<file path="src/rtl/sigmoid_lut_arbiter.sv">
// Round-robin arbiter sharing one sigmoid ROM between NUM_REQ neurons.
// Saturates sums to 16 bits, addresses the ROM, routes results back by tag.
module sigmoid_lut_arbiter #(
  parameter int NUM_REQ = 4,
  parameter int SUM_W   = 32,
  parameter int ADDR_W  = 12,
  parameter int DATA_W  = 8,
  parameter int ROM_LAT = 2
) (
  input  logic                     clk,
  input  logic                     rst,
  input  logic                     enable,
  input  logic [NUM_REQ-1:0]       req_valid,
  input  logic [NUM_REQ*SUM_W-1:0] req_sum,
  output logic [NUM_REQ-1:0]       req_ready,
  output logic [ADDR_W-1:0]        rom_addr,
  input  logic [DATA_W-1:0]        rom_q,
  output logic [NUM_REQ-1:0]       rsp_valid,
  output logic [DATA_W-1:0]        rsp_data,
  output logic                     busy
);

  localparam int IW    = $clog2(NUM_REQ);
  localparam int DEPTH = ROM_LAT + 1;

  localparam logic signed [SUM_W-1:0] SMAX = SUM_W'(32767);
  localparam logic signed [SUM_W-1:0] SMIN = SUM_W'(-32768);

  typedef enum logic [1:0] {
    IDLE  = 2'd0,
    RUN   = 2'd1,
    DRAIN = 2'd2
  } state_t;

  state_t state;
  state_t state_n;

  logic [IW-1:0]      ptr;
  logic [IW-1:0]      cand;
  logic [NUM_REQ-1:0] gnt;
  logic [IW-1:0]      gnt_idx;
  logic               run;
  logic               accept;
  logic               pipe_busy;

  logic               tag_v [DEPTH];
  logic [IW-1:0]      tag_i [DEPTH];

  logic signed [SUM_W-1:0] sel_sum;
  logic [15:0]             s16;
  logic [15:0]             code;

  // State register
  always_ff @(posedge clk or posedge rst) begin
    if (rst) begin
      state <= IDLE;
    end else begin
      state <= state_n;
    end
  end

  // Next-state: drain waits for all in-flight lookups to leave
  always_comb begin
    state_n = state;
    unique case (state)
      IDLE: begin
        if (enable) state_n = RUN;
      end
      RUN: begin
        if (!enable) state_n = DRAIN;
      end
      DRAIN: begin
        if (enable) state_n = RUN;
        else if (!pipe_busy) state_n = IDLE;
      end
      default: state_n = IDLE;
    endcase
  end

  // FSM outputs: grants are only exposed while running
  always_comb begin
    run       = (state == RUN);
    req_ready = run ? gnt : '0;
  end

  // Round-robin search; nearest candidate after ptr is written last
  always_comb begin
    gnt     = '0;
    gnt_idx = '0;
    cand    = '0;
    for (int k = NUM_REQ; k >= 1; k--) begin
      cand = IW'((int'(ptr) + k) % NUM_REQ);
      if (req_valid[cand]) begin
        gnt       = '0;
        gnt[cand] = 1'b1;
        gnt_idx   = cand;
      end
    end
  end

  assign accept = |(req_valid & req_ready);

  // Saturate the granted sum and convert to offset-binary code
  always_comb begin
    sel_sum = req_sum[gnt_idx*SUM_W +: SUM_W];
    if (sel_sum < SMIN) begin
      s16 = 16'h8000;
    end else if (sel_sum > SMAX) begin
      s16 = 16'h7fff;
    end else begin
      s16 = sel_sum[15:0];
    end
    code = {~s16[15], s16[14:0]};
  end

  // ROM address and rotation pointer update on accept
  always_ff @(posedge clk or posedge rst) begin
    if (rst) begin
      rom_addr <= '0;
      ptr      <= IW'(NUM_REQ - 1);
    end else if (accept) begin
      rom_addr <= code[15 -: ADDR_W];
      ptr      <= gnt_idx;
    end
  end

  // Tag pipeline tracks who owns each lookup in flight
  always_ff @(posedge clk or posedge rst) begin
    if (rst) begin
      for (int j = 0; j < DEPTH; j++) begin
        tag_v[j] <= 1'b0;
        tag_i[j] <= '0;
      end
    end else begin
      tag_v[0] <= accept;
      tag_i[0] <= gnt_idx;
      for (int j = 1; j < DEPTH; j++) begin
        tag_v[j] <= tag_v[j-1];
        tag_i[j] <= tag_i[j-1];
      end
    end
  end

  // Any stage holding a live lookup
  always_comb begin
    pipe_busy = 1'b0;
    for (int j = 0; j < DEPTH; j++) begin
      pipe_busy = pipe_busy | tag_v[j];
    end
  end

  // Completing tag captures ROM data and pulses its requester
  always_ff @(posedge clk or posedge rst) begin
    if (rst) begin
      rsp_valid <= '0;
      rsp_data  <= '0;
    end else if (tag_v[DEPTH-1]) begin
      rsp_valid <= NUM_REQ'(1) << tag_i[DEPTH-1];
      rsp_data  <= rom_q;
    end else begin
      rsp_valid <= '0;
    end
  end

  assign busy = (state != IDLE) | pipe_busy;

endmodule

</file>
<file path="config.mk">
export PLATFORM = sky130hd
export DESIGN_NAME = sigmoid_lut_arbiter
export DESIGN_NICKNAME = d
export VERILOG_FILES = /design/src/rtl/sigmoid_lut_arbiter.sv
export SDC_FILE = /design/constraint.sdc
export NUM_CORES = 1
export LEC_CHECK = 0
export ABC_AREA = 0
export CORE_MARGIN = 10
export CORE_UTILIZATION = 34
export CTS_CLUSTER_DIAMETER = 120
export DETAILED_ROUTE_END_ITERATION = 7
export PLACE_DENSITY = 0.78
export SLEW_MARGIN = 20
export SYNTH_ARGS = -nofsm -noshare
export SYNTH_HDL_FRONTEND = slang
export SYNTH_SLANG_ARGS = --single-unit
export TNS_END_PERCENT = 20
</file>
<file path="constraint.sdc">
create_clock -name clk -period 2.9 [get_ports clk]
set_input_delay 0.435 -clock clk [delete_from_list [all_inputs] [get_ports clk]]
set_output_delay 0.435 -clock clk [all_outputs]
set_load 0.02 [all_outputs]
</file>
==> impl_metrics.csv, run 1 <==
group,metric,value,unit
status,status,"finished with violations",
status,violations,"setup timing",
clock_tree,htreeDepth,2,
yosys,synth_top_family_by_area,"simple AND/OR/NAND/NOR gates",
clock_tree,cts_tree,"done",
yosys,synth_cells,325,
setup_path,path_cells,"inv_4 -> ha_4 -> mux4_2 -> a221oi_1 -> nor3_2 -> a21oi_1 -> nor2_1 -> buf_2",
detailed_routing,drc,0,
die,initial_core_util,35.5,%
yosys,avgSynthCellArea,8.52,um2
yosys,synth_edf_count,0,
clock_tree,cts_num_sinks,37,
clock_tree,cts-root-buf,"clkbuf_8",
sta,maxSlewHeadroom,64.2,%
global_route,grt-ovfl-total,0,
yosys,synthAdderAreaFrac,3.61,%
global_route,grt_pass1_vias,3400,
clock_tree,clk_latency,0.28,ns
power_and_ir_drop,fin_total_pwr,4670,uW
min_path,hold_class,"reg -> reg",
detailed_routing,firstDrtPassIters,4,
detailed_routing,route.vias.total,3223,
die,boundaryPins,172,
yosys,synth-compound-area-share,17.9,%
placement,port_buffers,155,
die,core.rowCount,32,
yosys,synth_cell_types,57,
final_layout,antenna_cells,0,
sta,fmax,343,MHz
sta,min_period,2.92,ns
sta,finalHoldViolCount,0,
global_route,grtUsageMet2,29.2,%
sta,tightest_slew,0.536,ns
power_and_ir_drop,vdd_drop_max,0.524,mV
power_and_ir_drop,p_leak,0.00200,uW
placement,hpwlAfterDp,8300,um
setup_path,slowest_delay,0.60,ns
yosys,yosysTopAreaCell,"dfrtp_1",
placement,dpl_cell_area,4610,um2
clock_tree,cts-buffers-inserted,5,
yosys,yosysSeqAreaShare,33.5,%
final_layout,drive_above_1_share,21.2,%
die,die_area,12200,um2
yosys,ys.flop_type,"dfrtp_1",
global_route,grt_pass1_wl,15600,um
sta,skew,0.00906,ns
detailed_routing,totalWireLength,10100,um
detailed_routing,viasPerCell,5.27,
placement,gp_congestion,0.829,
sta,drv_slew,0,
setup_path,worstPathMaxFanout,5,
yosys,yosys.area_share.simple,29.8,%
setup_path,endpoint_kind,"output port",
detailed_routing,dr.first_iter.drc_count,100,
die,die_w,110,um
yosys,synth_area_leaders,"dfrtp_1, nand2_1, nor4_1, nand4_1, nand3_1",
global_route,grt_use_met1,16.4,%
die,core_area,7810,um2
setup_path,cp_slowest_cell,"dfstp_2",
detailed_routing,wl_per_cell,16.6,um
setup_path,cp_top_family,"flip-flops",
clock_tree,clock_tree.buffer_depth,2,
setup_path,setup.worst_path.class,"reg -> out",
die,die_h,110,um
final_layout,final_nets,660,
yosys,synth.area.mux_share,9.71,%
setup_path,crit_buf_inv,2,
yosys,synth_top_area_share,31.6,%
final_layout,area_growth_syn_to_layout,78.2,%
detailed_routing,drtAntennaViolNets,0,
setup_path,critPathLaunchType,"flop",
yosys,syn_area,2770,um2
yosys,synth-async-reset-ratio,100,%
sta,rsz0062_at_grt,"yes",
clock_tree,path_clk_slew,0.07,ns
global_route,busiest_layer,"met2",
yosys,yosys_register_bits,37,
sta,fin_ws,-0.0185,ns
setup_path,worstPathArrival,2.48,ns
yosys,yosysWarnings,0,
sta,setup_viol,3,
global_route,use_met3,5.22,%
global_route,grt_start_max_net_pins,38,
sta,period_share,101,%
power_and_ir_drop,power.density,946,nW/um2
yosys,synth_fp_nets,476,
global_route,track_usage,15.7,%
setup_path,crit_required,2.47,ns
global_route,antenna_found_initial,0,
yosys,synth_xor_area_share,0,%
final_layout,fin_area,4940,um2
run,cap_viol_max_count,0,
[sequential cells by signal, summed over array words and instances, names as in the netlist]
name,cells
rsp_valid,4
state,2
ptr,2
tag_v,3
rsp_data,8
tag_i,6
rom_addr,12
[cell usage after synthesis (all sizes together) (2+ instances only)]
cell	number
clkbuf	6
buf	13
o21bai	2
inv	10
nand4	21
a211oi	4
nor3	8
nor3b	2
mux2	11
mux4	2
nand2	64
o21ai	14
nor4	23
dfstp	2
or3	2
o41ai	2
a21oi	24
dfrtp	35
a22oi	2
nor2	14
a221oi	3
ha	8
nand3	24
mux2i	10
[layout make-up]
class                      count  area, um2
multi-input combinational    259       1850
tap                          102        128
fill                         691       2870
sequential                    37        928
clock inverter                 2       35.0
clock buffer                   5       68.8
timing repair buffer         196       1890
inverter                      10       40.0
[placed cells by master, fill, tap and decap left out, types with 5 or more instances in the layout]
cell type and instances:
nor2_1 13, o21ai_2 12, clkbuf_8 5, inv_1 6, mux2i_1 10, buf_4 35
a21oi_1 19, clkdlybuf4s50_1 151, mux2_2 10, dfrtp_1 35, ha_1 7, nand3_1 24
nor4_1 22, buf_6 6, nand4_1 21, nor3_2 5, nand2_1 64
[report_power, final]
part           internal (uW)  leakage (uW)  switching [uW]
combinational           1620       0.00149            1760
sequential               751      0.000454             126
clock                    250     0.0000540             164
total                   2620       0.00200            2050
[cell families (layout without fill, tap and decap cells)]
logic type                 count (synthesis)  in the layout
DFF                                       37             37
adders and majority gates                  8              8
muxes                                     23             23
and+or+nand+nor                          166            166
AOI/OAI and AO/OA                         62             62
buffers and inverters                     29            213
[what timing repair did]
action,4_1_cts,5_1_grt
cloned,0,1
endpoints found under the setup margin,15,17
setup buffers,4,2
hold buffers,0,0
pin swaps,2,9
resized for setup,29,22
[path summary, 6_finish.rpt]
kind                          start           end  slack (ns)  cells past startpoint
setup reg to reg             ptr[0]   rom_addr[5]        0.03                     11
setup / recovery             ptr[0]  req_ready[3]       -0.02                      8
max in group asynchronous       rst        ptr[0]        1.98                      3
hold / removal             tag_i[2]      tag_i[0]        0.34                      0
min in group asynchronous       rst  rsp_valid[3]        0.56                      3
hold reg to reg            tag_i[2]      tag_i[0]        0.34                      0
[metrics by stage]
step / setup TNS (ns) / utilization [%] / hold WS (ns) / cells / worst slack [ns]
floorplan: 0 / - / 0.331 / 325 / 0.00114
finish: -0.0309 / 63.2 / 0.344 / 611 / -0.0185
CTS: -0.00783 / 61.5 / 0.349 / 608 / -0.00374
detailed placement: -3.59 / 59.1 / 0.335 / 597 / -0.345
global placement: -2.22 / 59.1 / 0.334 / 597 / -0.284
global route: -1.45 / 63.2 / 0.349 / 611 / -0.129
[layer usage]
metal | vias up | share of wire, %
met4 | 0 | 2.1
met2 | 115 | 54
met3 | 16 | 8.1
met1 | 1505 | 36
li1 | 1587 | -
met5 | - | 0
Note: power is estimated with default switching activity, not from simulation.
==> run 2: changes to the inputs <==
--- a/config.mk
+++ b/config.mk
@@ -7,10 +7,10 @@
 export LEC_CHECK = 0
 export ABC_AREA = 0
 export CORE_MARGIN = 10
-export CORE_UTILIZATION = 34
+export CORE_UTILIZATION = 45
 export CTS_CLUSTER_DIAMETER = 120
 export DETAILED_ROUTE_END_ITERATION = 7
-export PLACE_DENSITY = 0.78
+export DONT_BUFFER_PORTS = 1
 export SLEW_MARGIN = 20
 export SYNTH_ARGS = -nofsm -noshare
 export SYNTH_HDL_FRONTEND = slang
==> run 2 against run 1 <==
The flow still finishes with violations (setup timing). Cell count is 30% lower. Hold slack lost 0.23 ns. Sequential cell count stayed put. Global-route usage increased by 1.3 points. Via count decreased by 20%. Register-to-register slack gained 0.02 ns. First-iteration DRC count down 16%. Largest cell class is now multi-input combinational cells. Largest power group unchanged.
==> impl_metrics.csv, run 2 (synthesis gave the netlist of run 1 again) <==
group,metric,value,unit
status,status,"finished with violations",
status,violations,"setup timing",
min_path,hold_class,"in -> async",
detailed_routing,route.vias.total,2575,
clock_tree,clock_tree.buffer_depth,2,
sta,maxSlewHeadroom,56.4,%
sta,min_period,2.93,ns
die,die_h,98.5,um
clock_tree,cts-buffers-inserted,5,
placement,hpwlAfterDp,6760,um
run,cap_viol_max_count,0,
sta,finalHoldViolCount,0,
setup_path,setup.worst_path.class,"reg -> out",
detailed_routing,viasPerCell,6.06,
detailed_routing,wl_per_cell,20.6,um
sta,setup-tns-final,-0.0404,ns
final_layout,regArea,928,um2
power_and_ir_drop,p_switching,1900,uW
setup_path,worstPathArrival,2.49,ns
final_layout,final_common_cell,"nand2_1",
detailed_routing,firstDrtPassIters,4,
global_route,grt_start_max_net_pins,22,
setup_path,critPathLaunchType,"flop",
final_layout,final_nets,500,
setup_path,crit_required,2.47,ns
sta,skew,0.00625,ns
global_route,antenna_found_initial,0,
detailed_routing,drtAntennaViolNets,0,
sta,fmax,342,MHz
clock_tree,htreeDepth,2,
power_and_ir_drop,clkPwrFrac,11.2,%
sta,setup_viol,2,
setup_path,endpoint_kind,"output port",
sta,fin_ws,-0.0253,ns
die,die_w,98.5,um
final_layout,top_regs,"rom_addr (12), rsp_data (8), tag_i (6)",
power_and_ir_drop,p_leak,0.00138,uW
final_layout,largest_reg_flops,12,
power_and_ir_drop,vdd_drop_max,0.688,mV
final_layout,n_fill_cell,553,
final_layout,multi_input_area,1810,um2
final_layout,largest_register,"rom_addr",
final_layout,antenna_cells,0,
global_route,track_usage,17.0,%
placement,port_buffers,0,
final_layout,area_growth_syn_to_layout,20.4,%
die,boundaryPins,172,
die,core_area,5960,um2
detailed_routing,totalWireLength,8740,um
die,die_area,9690,um2
clock_tree,path_clk_slew,0.08,ns
placement,gp_congestion,0.794,
sta,tightest_slew,0.654,ns
setup_path,worstPathMaxFanout,7,
sta,period_share,101,%
sta,rsz0062_at_grt,"yes",
sta,drv_slew,0,
die,core.rowCount,28,
clock_tree,cts_tree,"done",
power_and_ir_drop,p_int,2240,uW
final_layout,postLayoutCoreUtil,56.0,%
die,initial_core_util,46.5,%
power_and_ir_drop,power.density,1240,nW/um2
clock_tree,cts_num_sinks,37,
global_route,grt-ovfl-total,0,
power_and_ir_drop,p_comb_share,62.2,%
final_layout,drive_above_1_share,27.7,%
detailed_routing,drc,0,
clock_tree,ctsHoldBuffers,0,
power_and_ir_drop,seqPwrFrac,26.5,%
global_route,grt_pass1_wl,14000,um
global_route,grt_pass1_vias,2767,
final_layout,final_cell_mix,"nand2_1, dfrtp_1, buf_4, nand3_1, nor4_1",
detailed_routing,dr.first_iter.drc_count,84,
power_and_ir_drop,power.share.switching,45.8,%
final_layout,fin_cells,425,
power_and_ir_drop,fin_total_pwr,4140,uW
placement,dp.cells,396,
clock_tree,clk_latency,0.29,ns
placement,place_ws,-0.0964,ns
clock_tree,cts-root-buf,"clkbuf_8",
==> run 2: timing repair <==
action                                  4_1_cts  5_1_grt
pin swaps                                     5       10
endpoints found under the setup margin       15       18
gates cloned                                  1        1
gates resized for setup                       7       18
setup buffers                                13        6
==> run 2: power by group through the flow <==
stage	Clock (uW)	Combinational [uW]	Sequential (uW)
finish	465	2580	1100
global route	489	2850	1140
CTS	473	2350	1110
detailed placement	0	2060	1120
global placement	0	2020	1110
floorplan	0	1680	1050
==> run 2: critical path: stages (launching register included) <==
cell      delay (ns)
dfstp_2         0.59
inv_4           0.06
ha_4            0.29
mux4_2          0.40
buf_6           0.17
a221oi_4        0.29
nor3_1          0.07
a21oi_1         0.12
nor2_1          0.05
buf_4           0.16
==> run 2: final cells by class <==
| cell class | instances | area share, % |
|---|---|---|
| Clock buffer | 6 | 2.48 |
| Timing Repair Buffer | 36 | 10.2 |
| Multi-Input combinational cell | 259 | 54.4 |
| Clock inverter | 2 | 1.13 |
| Sequential cell | 37 | 27.8 |
| Tap cell | 75 | 2.81 |
| Inverter | 10 | 1.20 |
==> run 2: final timing paths <==
kind,startpoint,to,slack [ns],cells after the start
max in group asynchronous,rst,rom_addr[1],2.06,2
hold / removal,rst,state[1],0.12,1
setup / recovery,ptr[0],req_ready[2],-0.03,9
setup reg to reg,ptr[0],rom_addr[5],0.05,11
hold reg to reg,tag_i[5],tag_i[3],0.34,0
min in group clk,enable,state[1],0.20,1
==> run 2: routing by layer <==
metal  wire length [um]  vias to the layer above  share of wire, %  track usage, %
met5                  0                        -                 0               0
met4                 55                        0              0.63            3.75
met3                835                        5               9.6            6.28
met2               4550                      102                52            30.0
met1               3300                     1208                38            18.9
li1                   -                     1260                 -               -
==> run 2: through the flow <==
stage	hold slack, ns	cell area [um2]
2_1_floorplan	0.331	2800
3_3_place_gp	0.333	2900
3_5_place_dp	0.335	2900
4_1_cts	0.154	3190
5_1_grt	0.179	3340
6_report	0.119	3340
==> RTL change: new RTL, settings of run 1 <==
Encoding of `state_t`: now one-hot (3 bits for 3 states).
--- a/src/rtl/sigmoid_lut_arbiter.sv
+++ b/src/rtl/sigmoid_lut_arbiter.sv
@@ -27,8 +27,8 @@
   localparam logic signed [SUM_W-1:0] SMIN = SUM_W'(-32768);
 
-  typedef enum logic [1:0] {
-    IDLE  = 2'd0,
-    RUN   = 2'd1,
-    DRAIN = 2'd2
+  typedef enum logic [2:0] {
+    IDLE  = 3'b001,
+    RUN   = 3'b010,
+    DRAIN = 3'b100
   } state_t;
 
Check against the original RTL: no difference found for any inputs over 10 cycles, from zero or initial values and one cycle with rst high; not proved beyond that.
==> RTL change against run 1 <==
  * The run still ends with negative setup slack left
  * Sequential power rose by 1%
  * Setup slack got worse by 0.21 ns
  * Design area decreased by 2.5%
  * Synthesized area fell by 2.4%
  * Wire length grew 0.33%
  * Total power is 8.4% lower
  * Sequential cell count rose by 1
  * Count of clock-buffer cells in the layout up 1
  * Critical endpoint is now rom_addr[2]
  * Largest power group unchanged
==> RTL change: results (changes against run 1) <==
- Leakage: 1.95 nW (was 2.00 nW)
- Clk root buf: clkbuf_8 (unchanged)
- Seq/Total Area, Yosys: 35.3% (was 33.5%)
- Vias in the first global route: 3,179 (was 3,400)
- H-tree depth: 2 (unchanged)
- Share of cells above drive strength 1: 18.3% (was 21.2%)
- DP HPWL: 8.38 mm (was 8.30 mm)
- Largest regs: rom_addr x12, rsp_data x8, tag_i x6 (unchanged)
- I/O Buffers: 155 (unchanged)
- FILL cells: 612 (was 691)
- Total wire length: 10.2 mm (was 10.1 mm)
- Syn nets: 426 (was 476)
- Total inserted antenna cells: 0 (unchanged)
- Clock Skews: 0.00714 ns (was 0.00906 ns)
- Top cell types by occurrence after synthesis: 35 x dfrtp_1, 22 x and3_1, 21 x nand4_1, 20 x a211oi_1, 18 x nor4_1 (was 64 x nand2_1, 35 x dfrtp_1, 24 x nand3_1, 23 x nor4_1, 22 x a21oi_1)
- Initial antenna violation count: 0 (unchanged)
- Worst-Skew Late Latency: 0.28 ns (about the same)
- Iteration-0 DRC Markers: 115 (was 100)
- Worst setup margin: -0.224 ns (was -0.0185 ns)
- Cells after DPL: 545 (was 597)
- Vias per cell: 5.54 (was 5.27)
- RD Place Congestion: 0.841 (was 0.829)
- WP data arrival: 3.35 ns (was 2.48 ns)
- CTS clk-pin slew, worst paths: 0.08 ns
- Cts bufs inserted: 5 (unchanged)
- Max FO, Critical Path: 12 (was 5)
- Post-Synthesis Cells: 276 (was 325)
- Setup violations, final: 19 (was 3)
- Global-route wire length before repair: 15.5 mm (was 15.6 mm)
- Tightest Hold Check Type: register to register (unchanged)
- Violated checks: negative setup slack (unchanged)
- Worst-margin pin slew: 0.506 ns (was 0.536 ns)
- Deepest clock path buffer count: 2 (unchanged)
- Most frequent cell after synthesis: dfrtp_1 (was nand2_1)
- Drt pass-1 iters: 4 (unchanged)
- Status: finished, violations left (unchanged)
- Setup slack at placement: -0.423 ns (was -0.345 ns)
- Fraction of registers with async set/reset: 100% (unchanged)
- Final #Nets: 603 (was 660)
- Wire length per cell: 18.3 um (was 16.6 um)
- Tot GR Track Use: 15.9% (was 15.7%)
- Yosys warnings: 0 (unchanged)
- Worst vdd ir: 371 uV (was 524 uV)
- Top cells by area, synth: dfrtp_1 32%, a211oi_1 5.6%, and3_1 5.1%, nand4_1 4.9%, mux2_2 4.6% (was dfrtp_1 32%, nand2_1 8.7%, nor4_1 5.2%, nand4_1 4.7%, nand3_1 4.3%)
- Distinct cells, synth: 51 (was 57)
- Largest net degree at the start of global routing: 39 (was 38)
[RTL change: through the flow]
stage	area (um^2)	utilization [%]	hold WS [ns]	TNS, ns
final	4810	62.3	0.351	-3.14
after global routing	4810	62.3	0.363	-4.84
after CTS	4730	61.2	0.352	-2.92
after detailed placement	4550	58.9	0.335	-6.72
after global placement	4550	58.9	0.333	-5.65
after floorplan	2720	-	0.331	-4.19
[RTL change: worst max-delay path, stage by stage (launching register included)]
cell and delay, ns:
dfstp_2 0.56, inv_4 0.04, ha_4 0.26, mux4_2 0.57, buf_6 0.15, a211o_4 0.35
nand2_4 0.08, inv_4 0.03, mux4_2 0.48, buf_12 0.18, o22ai_1 0.20, a22o_1 0.15
[RTL change: per-layer routing]
metal	wire, um	vias up	track usage (%)
li1	-	1477	-
met1	3910	1426	16.9
met2	5000	153	28.3
met3	1150	22	7.37
met4	104	0	3.25
met5	0	-	0
[RTL change: area by class of cell]
cell class / instances / area share, %
clock buffer: 6 / 1.72
clock inverter: 2 / 1.25
inverter: 9 / 0.806
multi-input combinational: 211 / 35.3
sequential: 38 / 19.8
tap: 102 / 2.65
timing repair buffer: 188 / 38.4
[RTL change: timing repair]
item	4_1_cts	5_1_grt
pin swaps	2	8
gates resized for setup	24	12
endpoints found under the hold margin	0	0
gates cloned	0	1
endpoints found under the setup margin	19	19
setup buffers	0	2
[RTL change: path summary, 6_finish.rpt]
path                           from     endpoint  slack [ns]  cells past startpoint
max                          ptr[0]  rom_addr[2]       -0.22                     11
min                        tag_i[3]     tag_i[1]        0.35                      0
max reg2reg                  ptr[0]  rom_addr[2]       -0.22                     11
min reg2reg                tag_i[3]     tag_i[1]        0.35                      0
max in group asynchronous       rst     state[0]        1.99                      3
min in group asynchronous       rst  rom_addr[1]        0.56                      3
[RTL change: cell families (layout without fill, tap and decap cells)]
logic type | after synthesis | count (layout) | synth area share [%]
simple gates | 102 | 102 | 22.4
fa+ha+maj | 7 | 7 | 3.24
xor+xnor | 1 | 1 | 0.324
compound gates | 78 | 78 | 22.3
mux | 23 | 23 | 11.7
flops | 38 | 38 | 35.3
buf+inv | 27 | 205 | 4.81
[RTL change: power by group]
group / internal (mW) / leakage, nW / switching [mW] / total, mW
clock: 0.367 / 0.0714 / 0.180 / 0.547
combinational: 1.44 / 1.40 / 1.40 / 2.84
sequential: 0.754 / 0.474 / 0.136 / 0.890
